**config.mk**
```make
export PLATFORM = sky130hd
export DESIGN_NAME = seq_mag_comparator
export DESIGN_NICKNAME = d
export VERILOG_FILES = /design/src/rtl/seq_mag_comparator_pkg.sv /design/src/rtl/seq_mag_comparator_slice_compare.sv /design/src/rtl/seq_mag_comparator.sv
export SDC_FILE = /design/constraint.sdc
export NUM_CORES = 1
export LEC_CHECK = 0
export ABC_AREA = 1
export ABC_CLOCK_PERIOD_IN_PS = 4200
export CAP_MARGIN = 20
export CORE_ASPECT_RATIO = 1.4
export CORE_MARGIN = 2
export CORE_UTILIZATION = 55
export DETAILED_ROUTE_END_ITERATION = 16
export GPL_ROUTABILITY_DRIVEN = 0
export PLACE_DENSITY_LB_ADDON = 0.2
export SKIP_LAST_GASP = 1
export SLEW_MARGIN = 20
export SYNTH_ARGS = -nofsm -noshare
export SYNTH_HDL_FRONTEND = slang
export SYNTH_SLANG_ARGS = --single-unit
```
**constraint.sdc**
```tcl
create_clock -name clk -period 4.2 [get_ports clk]
set_input_delay 0.63 -clock clk [delete_from_list [all_inputs] [get_ports clk]]
set_output_delay 0.63 -clock clk [all_outputs]
set_load 0.02 [all_outputs]
```
**src/rtl/seq_mag_comparator_pkg.sv**
```systemverilog
// rtl/seq_mag_comparator_pkg.sv - shared FSM encoding, flag positions and sizing helper
package seq_mag_comparator_pkg;

  typedef enum logic [1:0] {
    ST_IDLE = 2'd0,
    ST_SCAN = 2'd1,
    ST_DONE = 2'd2
  } state_t;

  // Result flag bit positions follow the board LED ordering.
  localparam int FLAG_GT = 2;
  localparam int FLAG_EQ = 1;
  localparam int FLAG_LT = 0;
  localparam int NFLAG   = 3;

  function automatic int idx_width(input int nslice);
    return (nslice > 1) ? $clog2(nslice) : 1;
  endfunction

endpackage

```
**src/rtl/seq_mag_comparator_slice_compare.sv**
```systemverilog
// rtl/seq_mag_comparator_slice_compare.sv - combinational unsigned compare of one slice
module slice_compare #(
  parameter int DIGIT = 2
) (
  input  logic [DIGIT-1:0] a_s,
  input  logic [DIGIT-1:0] b_s,
  output logic             gt,
  output logic             eq,
  output logic             lt
);

  assign gt = (a_s > b_s);
  assign eq = (a_s == b_s);
  assign lt = (a_s < b_s);

endmodule

```
**src/rtl/seq_mag_comparator.sv**
```systemverilog
// rtl/seq_mag_comparator.sv - slice-serial magnitude comparator, MSB slice first with early exit
module seq_mag_comparator
  import seq_mag_comparator_pkg::*;
#(
  parameter int WIDTH = 8,
  parameter int DIGIT = 2
) (
  input  logic             clk,
  input  logic             rst_n,
  input  logic             start,
  input  logic [WIDTH-1:0] a,
  input  logic [WIDTH-1:0] b,
  input  logic             signed_mode,
  output logic             busy,
  output logic             done,
  output logic             gt,
  output logic             eq,
  output logic             lt
);

  localparam int NSLICE = WIDTH / DIGIT;
  localparam int IW     = idx_width(NSLICE);
  localparam logic [IW-1:0] TOP_IDX = IW'(NSLICE - 1);

  state_t           state_q, state_d;
  logic [IW-1:0]    idx_q, idx_d;
  logic [WIDTH-1:0] a_q, a_d, b_q, b_d;
  logic             sm_q, sm_d;
  logic [NFLAG-1:0] res_q, res_d;

  logic [DIGIT-1:0] a_sl, b_sl;
  logic             s_gt, s_eq, s_lt;

  // Flipping both sign bits in the top slice turns a signed compare into an unsigned one.
  always_comb begin
    int lo;
    lo   = int'(idx_q) * DIGIT;
    a_sl = DIGIT'(a_q >> lo);
    b_sl = DIGIT'(b_q >> lo);
    if (sm_q && (idx_q == TOP_IDX)) begin
      a_sl[DIGIT-1] = ~a_sl[DIGIT-1];
      b_sl[DIGIT-1] = ~b_sl[DIGIT-1];
    end
  end

  slice_compare #(.DIGIT(DIGIT)) u_slice (
    .a_s (a_sl),
    .b_s (b_sl),
    .gt  (s_gt),
    .eq  (s_eq),
    .lt  (s_lt)
  );

  always_comb begin
    state_d = state_q;
    idx_d   = idx_q;
    a_d     = a_q;
    b_d     = b_q;
    sm_d    = sm_q;
    res_d   = res_q;
    unique case (state_q)
      ST_IDLE, ST_DONE: begin
        if (start) begin
          a_d     = a;
          b_d     = b;
          sm_d    = signed_mode;
          idx_d   = TOP_IDX;
          state_d = ST_SCAN;
        end else begin
          state_d = ST_IDLE;
        end
      end
      ST_SCAN: begin
        if (!s_eq) begin
          res_d          = '0;
          res_d[FLAG_GT] = s_gt;
          res_d[FLAG_LT] = s_lt;
          state_d        = ST_DONE;
        end else if (idx_q == '0) begin
          res_d          = '0;
          res_d[FLAG_EQ] = 1'b1;
          state_d        = ST_DONE;
        end else begin
          idx_d = idx_q - IW'(1);
        end
      end
      default: state_d = ST_IDLE;
    endcase
  end

  always_ff @(posedge clk or negedge rst_n) begin
    if (!rst_n) begin
      state_q <= ST_IDLE;
      idx_q   <= '0;
      a_q     <= '0;
      b_q     <= '0;
      sm_q    <= 1'b0;
      res_q   <= '0;
    end else begin
      state_q <= state_d;
      idx_q   <= idx_d;
      a_q     <= a_d;
      b_q     <= b_d;
      sm_q    <= sm_d;
      res_q   <= res_d;
    end
  end

  assign busy = (state_q == ST_SCAN);
  assign done = (state_q == ST_DONE);
  assign gt   = res_q[FLAG_GT];
  assign eq   = res_q[FLAG_EQ];
  assign lt   = res_q[FLAG_LT];

endmodule
```
Word level (Yosys, flattened, before mapping)
Index checks and enable logic that the tools add are counted.
- register bits after elaboration: 24
- bits in latches: 0
- bits in writable memories: 0
- bits in read-only memories: 0
- input bits: 20
- output and inout port bits: 5
- word-level logic and storage cells: 42
- memories kept: 0
- add/subtract/negate cells: 1
- $mul: 0
- div/mod/pow operators: 0
- $lt $le $gt $ge: 2
- equal/unequal tests: 9
- shifts and indexed selects: 2
- muxes and demuxes: 12
- bitwise operators: 2
- reduce and logical (&&, ||, !) cells: 8
- operator list (kind ; count):
    right shift 8 x 3 -> 2 bit ; 2
    2-to-1 mux 2 bit ; 5
    one-hot mux 2 bit (2 select lines) ; 2
    2-to-1 mux 3 bit ; 2
    == test 2 bit, second input constant ; 2
    zero test 2 bit ; 2
    inequality test 2 x 1 -> 1 bit, second input constant ; 2
    inequality test 2 bit, second input constant ; 2
    AND reduction 2 bit ; 2
    AND reduction 4 bit ; 1
    2-to-1 mux 1 bit ; 3
    inequality test 3 x 2 -> 1 bit, second input constant ; 1
    == test 2 x 1 -> 1 bit, second input constant ; 1
    == test 2 bit ; 1
    greater-than comparator 2 bit ; 1
    < comparator 2 bit ; 1
    NOT 1 bit ; 2
    nonzero test 2 bit ; 1
    OR reduction 2 bit ; 1
    subtractor 2 x 1 -> 2 bit, second input constant ; 1
    logical AND 1 bit ; 1

Depth between registers and ports, before layout
Gate-level depths: netlist (run 1).
- word-level depth: 6
- mapped depth: 13
- gate-level depth less buffers: 12

Modules after synthesis
Synthesis (run 1) repeated with hierarchy kept, for this count alone.
- cells, all modules: 157
- area total of the unflattened synthesis: 1227.4 sq um
- by module, submodules not included (module ; instances ; cells each ; area each (sq um) ; sequential area each (sq um)):
    seq_mag_comparator ; 1 ; 146 ; 1162.4 ; 600.6
    slice_compare ; 1 ; 11 ; 65.1 ; 0.0

Worst setup path before layout (run 1)
Ideal clock, no wire load.
- kind: register to register
- start point: register idx_q[0]
- end point: register idx_q[0]
- setup time: 0.120 ns
- arrival: 1.626 ns
- required time: 4.080 ns
- slack: 2.453 ns
- stages on the path, launching flop included: 14
- buffers on the path: 1
- period minus slack after synthesis: 1.747 ns
- cells stage by stage: dfrtp_1 -> buf_2 -> inv_2 -> nand2_1 -> nand3_1 -> nand2_1 -> nand2_1 -> nand2_1 -> ha_1 -> nand2_1 -> inv_1 -> nand3_2 -> o21ai_1 -> nand2_1
- cells in the longest elaborated chain, start to end: 6
- elaborated cells between the ends (all ways): 17
- classes of those cells: 1 x add/sub; 4 x eq/ne; 2 x shift; 5 x mux; 2 x bitwise; 3 x reduce/logical
- RTL lines (what ; line ; text):
    from (decl) ; seq_mag_comparator.sv:26 ; logic [IW-1:0] idx_q, idx_d;
    from (signal assigned) ; seq_mag_comparator.sv:101 ; idx_q <= idx_d;
    right shift 8 x 3 -> 2 bit, or another cell as far along ; seq_mag_comparator.sv:38 ; a_sl = DIGIT'(a_q >> lo);
    NOT 1 bit, or another cell as far along ; seq_mag_comparator.sv:41 ; a_sl[DIGIT-1] = ~a_sl[DIGIT-1];
    2-to-1 mux 1 bit ; seq_mag_comparator.sv:40 ; if (sm_q && (idx_q == TOP_IDX)) begin
    == test 2 bit ; seq_mag_comparator_slice_compare.sv:13 ; assign eq = (a_s == b_s);
    inequality test 2 x 1 -> 1 bit (no line) ; -- ;
    AND reduction 4 bit (no line) ; -- ;
Several ways; a longest one is shown, not always the timed one. The select of a mux whose other input is x is not followed.
A chain may end at the register's enable or synchronous reset.

Worst setup path after layout (run 1)
- start point: register state_q[0]
- end point: output busy
- cells in the longest elaborated chain, start to end: 1
- RTL lines (what ; line ; text):
    from (decl) ; seq_mag_comparator.sv:25 ; state_t state_q, state_d;
    from (signal assigned) ; seq_mag_comparator.sv:100 ; state_q <= state_d;
    == test 2 x 1 -> 1 bit ; seq_mag_comparator.sv:109 ; assign busy = (state_q == ST_SCAN);
    to (decl) ; seq_mag_comparator.sv:14 ; output logic busy,
No other way between the ends.

==> results of run 1 <==
[where the power goes]
group	total (uW)	switching (uW)	internal, uW
registers	418	83.4	335
clock network	123	70.3	53.1
logic	673	415	257
[worst max-delay path by stage]
stage | end | slack, ns | depth (start not counted)
2_1_floorplan | idx_q[0] | 2.45 | 13
3_3_place_gp | a_q[4] | 2.29 | 1
3_5_place_dp | idx_q[0] | 2.20 | 11
4_1_cts | busy | 1.91 | 3
5_1_grt | busy | 1.86 | 3
6_report | busy | 1.92 | 3
[cell families after synthesis]
family	Yosys count	share of synthesized area, %
buffers and inverters	14	6.186
flip-flops	24	44.99
adder cells (fa/ha/maj)	4	3.749
AO/OA/AOI/OAI	8	4.312
AND/OR/NAND/NOR	104	40.77
[flip-flops by register name (all words and copies together), names as in the netlist]
register / cells
a_q: 8
b_q: 8
idx_q: 2
res_q: 3
sm_q: 1
state_q: 2
[cell usage after synthesis (all sizes together)]
| library cell | instances |
|---|---|
| o22ai | 1 |
| o21a | 1 |
| dfrtp | 24 |
| ha | 4 |
| clkinv | 1 |
| inv | 10 |
| nand4 | 1 |
| nand3 | 11 |
| nor2 | 6 |
| o21bai | 1 |
| o21ai | 5 |
| nand2 | 86 |
| buf | 3 |
[metal layers]
metal  vias to the layer above  wire length, um  track usage [%]
met2                        47             1305            35.04
met1                       497              935            22.33
met3                        15               99            2.035
li1                        527                -                -
met4                         0              103            11.40
met5                         -                0                0
[final cells by class]
cell class / count / area share (%)
clock buffers: 4 / 2.264
well taps: 23 / 1.795
inverters: 11 / 3.123
multi-input cells: 116 / 40.67
flip-flops and latches: 24 / 37.47
repair buffers: 24 / 14.68
[critical path, cell delays in order (launching register included)]
cell,delay [ns]
dfrtp_1,0.47
inv_4,0.09
nor2_8,0.15
clkdlybuf4s50_1,0.62
[through the flow]
stage | util (%) | hold slack [ns] | power (uW) | std cells
after global routing | 68.54 | 0.2924 | 1329 | 202
after CTS | 68.75 | 0.5010 | 1219 | 202
after global placement | 67.20 | 0.4641 | 1059 | 198
after floorplan | - | 0.3344 | 927.6 | 154
final | 68.54 | 0.2554 | 1214 | 202
after detailed placement | 67.20 | 0.4686 | 1092 | 198
==> summary.txt, run 1 <==
Timing
  – Final number of max-transition violations: 0
  – Post-route setup slack: 1.921 ns
  – Fmax achieved: 0.4388 GHz
  – Fin Setup TNS: 0 ns
  – Final hold violation count: 0
  – Portion of the clock cycle consumed by the worst path in the final layout: 54.26%
  – Pin slew with the least headroom to its limit: 0.5141 ns
  – Setup repair after global routing missed its margin: no
  – Skew final: 0.005771 ns
  – Final critical delay including setup and external delays: 2.279 ns
  – Final setup violation count: 0
  – Normalized max-slew margin: 65.73%

Global routing
  – Largest net degree at the start of global routing: 25
  – Antenna violations before repair: 0
  – All-layer global routing usage: 20.19%
  – Wire length of the first global-routing pass: 4291 um
  – GR Overflow Total: 0
  – Via count of the first global-routing pass: 1050

Flow run
  – Number of maximum-capacitance constraint violations: 0

Placed design
  – Hpwl dp: 1825 um
  – Placed cell areas: 1572 um^2
  – Minimum setup slack after placement: 2.202 ns
  – Port buffer count: 24

Synth
  – Fraction of post-synthesis cell area in the top cell type by area: 44.99%
  – Portion of the post-synthesis area used by sequential elements: 44.99%
  – Cell taking the most area after synthesis: dfrtp_1
  – Number of distinct library cell variants in the gate-level netlist after synthesis: 25
  – Cell types with the largest area share after synthesis: dfrtp_1 (45%), nand2_1 (18%), nand2_4 (8.4%)
  – Cell count after synthesis: 154
  – Combined area of all synthesized cells: 1335 um^2
  – Number of warnings reported in the yosys synthesis log: 0
  – Synth Area per Inst: 8.669 um^2
  – Post-Synthesis Net Count: 178
  – Yosys reg bits: 24

Drt
  – Routed wirelength normalized by instance count: 12.09 um
  – DRT Pass-1 Iters: 6
  – Number of remaining DRC errors: 0
  – Via count: 1086
  – Detail Route Antenna Nets: 0
  – Total detailed-routing wirelength: 2443 um
  – Number of vias per cell after detailed routing: 5.376
  – Starting DRT DRC Count: 30

Power
  – Maximum resistive drop on vdd: 379.4 uV
  – Power density of the placed cells: 757.5 nW/um^2
  – Leakage: 0.0008591 uW

Final layout
  – Synthesis-to-layout area growth: 20.06%
  – Count of antenna diodes in the layout: 0
  – Most common cell after layout, fill and taps aside: nand2_1
  – Most frequent cells in the layout: nand2_1 (65), dfrtp_1 (24), clkdlybuf4s50_1 (23)
  – Filler Cells Inserted: 192
  – Share of final-layout standard cells stronger than drive strength 1: 18.44%
  – Sequential cell area: 600.6 um^2
  – Design area: 1603 um^2
  – Number of nets in the finished design: 204
  – Area taken by multi-input logic gates: 651.9 um^2

Clock network
  – Clock transition at the registers of the reported paths: 0.13 ns
  – Clock latency of the later-clocked register in the worst-skew pair: 0.32 ns
  – Sinks on the clock net: 24
  – Library cell used as clock root buffer: clkbuf_4
  – Number of buffers created by CTS: 3
  – Number of hold buffers added after cts: 0
  – Bufs on Longest Clock Path: 2
  – Post-CTS Repair Setup Buffers: 0
  – TritonCTS clock tree: yes
  – Depth of the CTS H-tree: 1
  – Post-CTS resize count: 0

Setup path
  – Worst Setup Path Type: flip-flop to primary output
  – Highest fanout seen on the critical path: 7
  – Worst r2r src: idx_q[0]
  – Reg-to-reg critical path endpoint: idx_q[0]
  – Critical path data arrival time: 1.65 ns
  – Critical Path Sink Type: primary output
  – Flop-to-flop setup slack: 2.15 ns
  – Required time at the worst-slack endpoint: 3.57 ns
  – Type of element launching the critical path: flip-flop
  – Worst reg2reg path depth: 11
  – First element of the critical path: state_q[0]

Floorplan
  – Effective utilization at floorplan: 57.09%
  – Core Region: 2338 um^2
  – Die outline width: 45.64 um
  – Vertical extent of the die: 62.30 um
  – Area enclosed by the die boundary: 2843 um^2
  – I/O pin cnt: 25
  – Number of standard-cell rows in the floorplan: 21

Outcome
  – Run status: finished, final reports clean

Worst hold path
  – Worst min-delay path category: primary input to async pin
(Power assumes the default switching activity.)
==> inputs of run 2 (changes only) <==
- ABC_CLOCK_PERIOD_IN_PS: 4200 -> 1880
- CORE_UTILIZATION: 55 -> 46
- clock period: 4.2 -> 1.88 ns (I/O delays scaled with it)
==> run 2 against run 1 <==
Clock skew fell by 0.0026 ns. Non-clock buffer count rose by 5. Via count fell by 0.28%. Setup slack got worse by 1.9 ns. Sequential cell count did not move. Clock power rose to 2.9 times the previous value. Die area rose by 18%. Final area rose by 7.9%. Critical endpoint is now idx_q[0]. Largest power group unchanged.
==> summary.txt, run 2 (same netlist as run 1, synthesis figures left out) <==
Outcome
  – Run status: finished, final reports clean

Timing
  – Pin slew with the least headroom to its limit: 0.3174 ns (-0.1967 ns)
  – Normalized max-slew margin: 78.84% (+13 points)
  – Final critical delay including setup and external delays: 1.813 ns
  – Fmax achieved: 0.5516 GHz
  – Skew final: 0.003180 ns (-0.002591 ns)
  – Final setup violation count: 0 (unchanged)
  – Setup repair after global routing missed its margin: yes
  – Final number of max-transition violations: 0 (unchanged)
  – Portion of the clock cycle consumed by the worst path in the final layout: 96.43%
  – Final hold violation count: 0 (unchanged)

Drt
  – Number of vias per cell after detailed routing: 4.900 (-8.8%)
  – Starting DRT DRC Count: 30 (unchanged)
  – Number of remaining DRC errors: 0 (unchanged)
  – DRT Pass-1 Iters: 4 (-2)
  – Routed wirelength normalized by instance count: 12.27 um (+1.5%)
  – Detail Route Antenna Nets: 0 (unchanged)
  – Total detailed-routing wirelength: 2712 um (+11%)
  – Via count: 1083 (-0.28%)

Clock network
  – Sinks on the clock net: 24 (unchanged)
  – TritonCTS clock tree: yes
  – Depth of the CTS H-tree: 1 (unchanged)
  – Number of buffers created by CTS: 3 (unchanged)
  – Library cell used as clock root buffer: clkbuf_8
  – Clock transition at the registers of the reported paths: 0.09 ns (-0.04 ns)
  – Clock latency of the later-clocked register in the worst-skew pair: 0.27 ns (-0.05 ns)
  – Number of hold buffers added after cts: 0 (unchanged)
  – Bufs on Longest Clock Path: 2 (unchanged)

Global routing
  – Wire length of the first global-routing pass: 4485 um (+4.5%)
  – GR Overflow Total: 0 (unchanged)
  – Largest net degree at the start of global routing: 25 (unchanged)
  – Antenna violations before repair: 0 (unchanged)
  – Via count of the first global-routing pass: 1047 (-0.29%)
  – All-layer global routing usage: 17.83% (-2.4 points)

Floorplan
  – Core Region: 2820 um^2 (+21%)
  – Number of standard-cell rows in the floorplan: 23 (+9.5%)
  – I/O pin cnt: 25 (unchanged)
  – Area enclosed by the die boundary: 3355 um^2 (+18%)
  – Vertical extent of the die: 67.74 um (+8.7%)
  – Die outline width: 49.53 um (+8.5%)
  – Effective utilization at floorplan: 47.34% (-9.8 points)

Placed design
  – Port buffer count: 24 (unchanged)
  – Hpwl dp: 1943 um (+6.5%)
  – Placed cell count: 215 (+8.6%)

Setup path
  – Type of element launching the critical path: flip-flop
  – Worst reg2reg path depth: 11 (unchanged)
  – List of cells traversed by the critical path: ha_2, nand2_2, inv_1, nand2_1, nand2_2, ha_4, nand2_2, inv_1, nand3_2, o21ai_1, nand2_1
  – Flop-to-flop setup slack: 0.07 ns (-2.08 ns)
  – Worst Setup Path Type: flip-flop to flip-flop
  – Required time at the worst-slack endpoint: 2.04 ns (-1.53 ns)
  – Bufs and invs on worst path: 2 (unchanged)
  – Slowest-stage cell, CP: dfrtp_2
  – Reg-to-reg critical path endpoint: idx_q[0]
  – Worst r2r src: idx_q[1]
  – Highest fanout seen on the critical path: 7 (unchanged)
  – Most prevalent standard cell on the critical path: nand2_2
  – Delay of the slowest cell on the worst path: 0.47 ns (-0.15 ns)
  – Cell type group with the largest total delay on the critical path: simple AND/OR/NAND/NOR gates
  – Critical Path Sink Type: flip-flop
  – Critical path data arrival time: 1.97 ns (+0.32 ns)

Power
  – Maximum resistive drop on vdd: 949.5 uV (+150%)
  – Power density of the placed cells: 1749 nW/um^2 (+130%)
  – Overall power of the completed layout: 3024 uW (+150%)
  – Leakage: 0.0009026 uW (+5.1%)

Flow run
  – Number of maximum-capacitance constraint violations: 0 (unchanged)

Final layout
  – Filler Cells Inserted: 258 (+34%)
  – Number of nets in the finished design: 209 (+2.5%)
  – Most common cell after layout, fill and taps aside: nand2_1
  – Count of antenna diodes in the layout: 0 (unchanged)
  – Post-Layout Cell Count: 221 (+9.4%)
  – Core occupancy in the finished layout: 61.31% (-7.2 points)
  – Most frequent cells in the layout: nand2_1 (61), clkdlybuf4s50_1 (23), dfrtp_1 (22)
  – Synthesis-to-layout area growth: 29.52%
  – Registers with the highest flip-flop counts: a_q x8, b_q x8, res_q x3
  – Share of final-layout standard cells stronger than drive strength 1: 26.09% (+7.7 points)

Worst hold path
  – Worst min-delay path category: primary input to async pin
-- run 2: cell types whose count changed in the layout (fill, tap and decap cells not counted), sizes merged --
| cell | delta |
|---|---|
| buf | +4 |
| dlymetal6s2s | +1 |
-- run 2: routing by layer --
layer | track usage (%) | vias to the layer above | routed length, um
li1 | - | 538 | -
met1 | 19.04 | 509 | 1106
met2 | 32.83 | 27 | 1427
met3 | 3.540 | 9 | 108
met4 | 9.722 | 0 | 70
met5 | 0 | - | 0
-- run 2: where the power goes --
part | internal (uW) | switching [uW]
logic | 695 | 1040
registers | 754 | 180
clock network | 187 | 168
-- run 2: metrics by stage --
step           hold WS, ns  cell area [um^2]  setup TNS (ns)  setup WS, ns
6_report            0.3640              1729               0       0.06704
5_1_grt             0.3911              1729         -0.1162      -0.05287
4_1_cts             0.3737              1702               0      0.001189
3_5_place_dp        0.4712              1612         -0.1388      -0.05641
3_3_place_gp        0.4624              1612               0       0.03493
2_1_floorplan     -0.01359              1335               0        0.1334
-- run 2: worst max-delay path by stage --
stage               slack, ns        from  depth (start not counted)       end
finish                   0.07    idx_q[1]                         11  idx_q[0]
global placement         0.03    idx_q[1]                         11  res_q[0]
detailed placement      -0.06    idx_q[0]                         11  res_q[0]
floorplan                0.13    idx_q[0]                         13  idx_q[0]
global route            -0.05    idx_q[0]                         12  res_q[0]
CTS                     0.001  state_q[0]                          3      busy
-- run 2: area by class of cell --
cell class,instances,area (um^2),area share [%]
Clock buffer,4,55.05,3.184
Inverter,11,52.55,3.039
Multi-Input combinational cell,116,691.9,40.01
Sequential cell,24,603.1,34.88
Tap cell,37,46.29,2.677
Timing Repair Buffer,29,280.3,16.21
-- run 2: repair_timing --
item	in CTS	in global routing
setup buffers	2	0
endpoints found under the hold margin	0	0
gates cloned	0	0
gates resized for setup	5	8
setup endpoints to repair	4	7
pin swaps	2	2
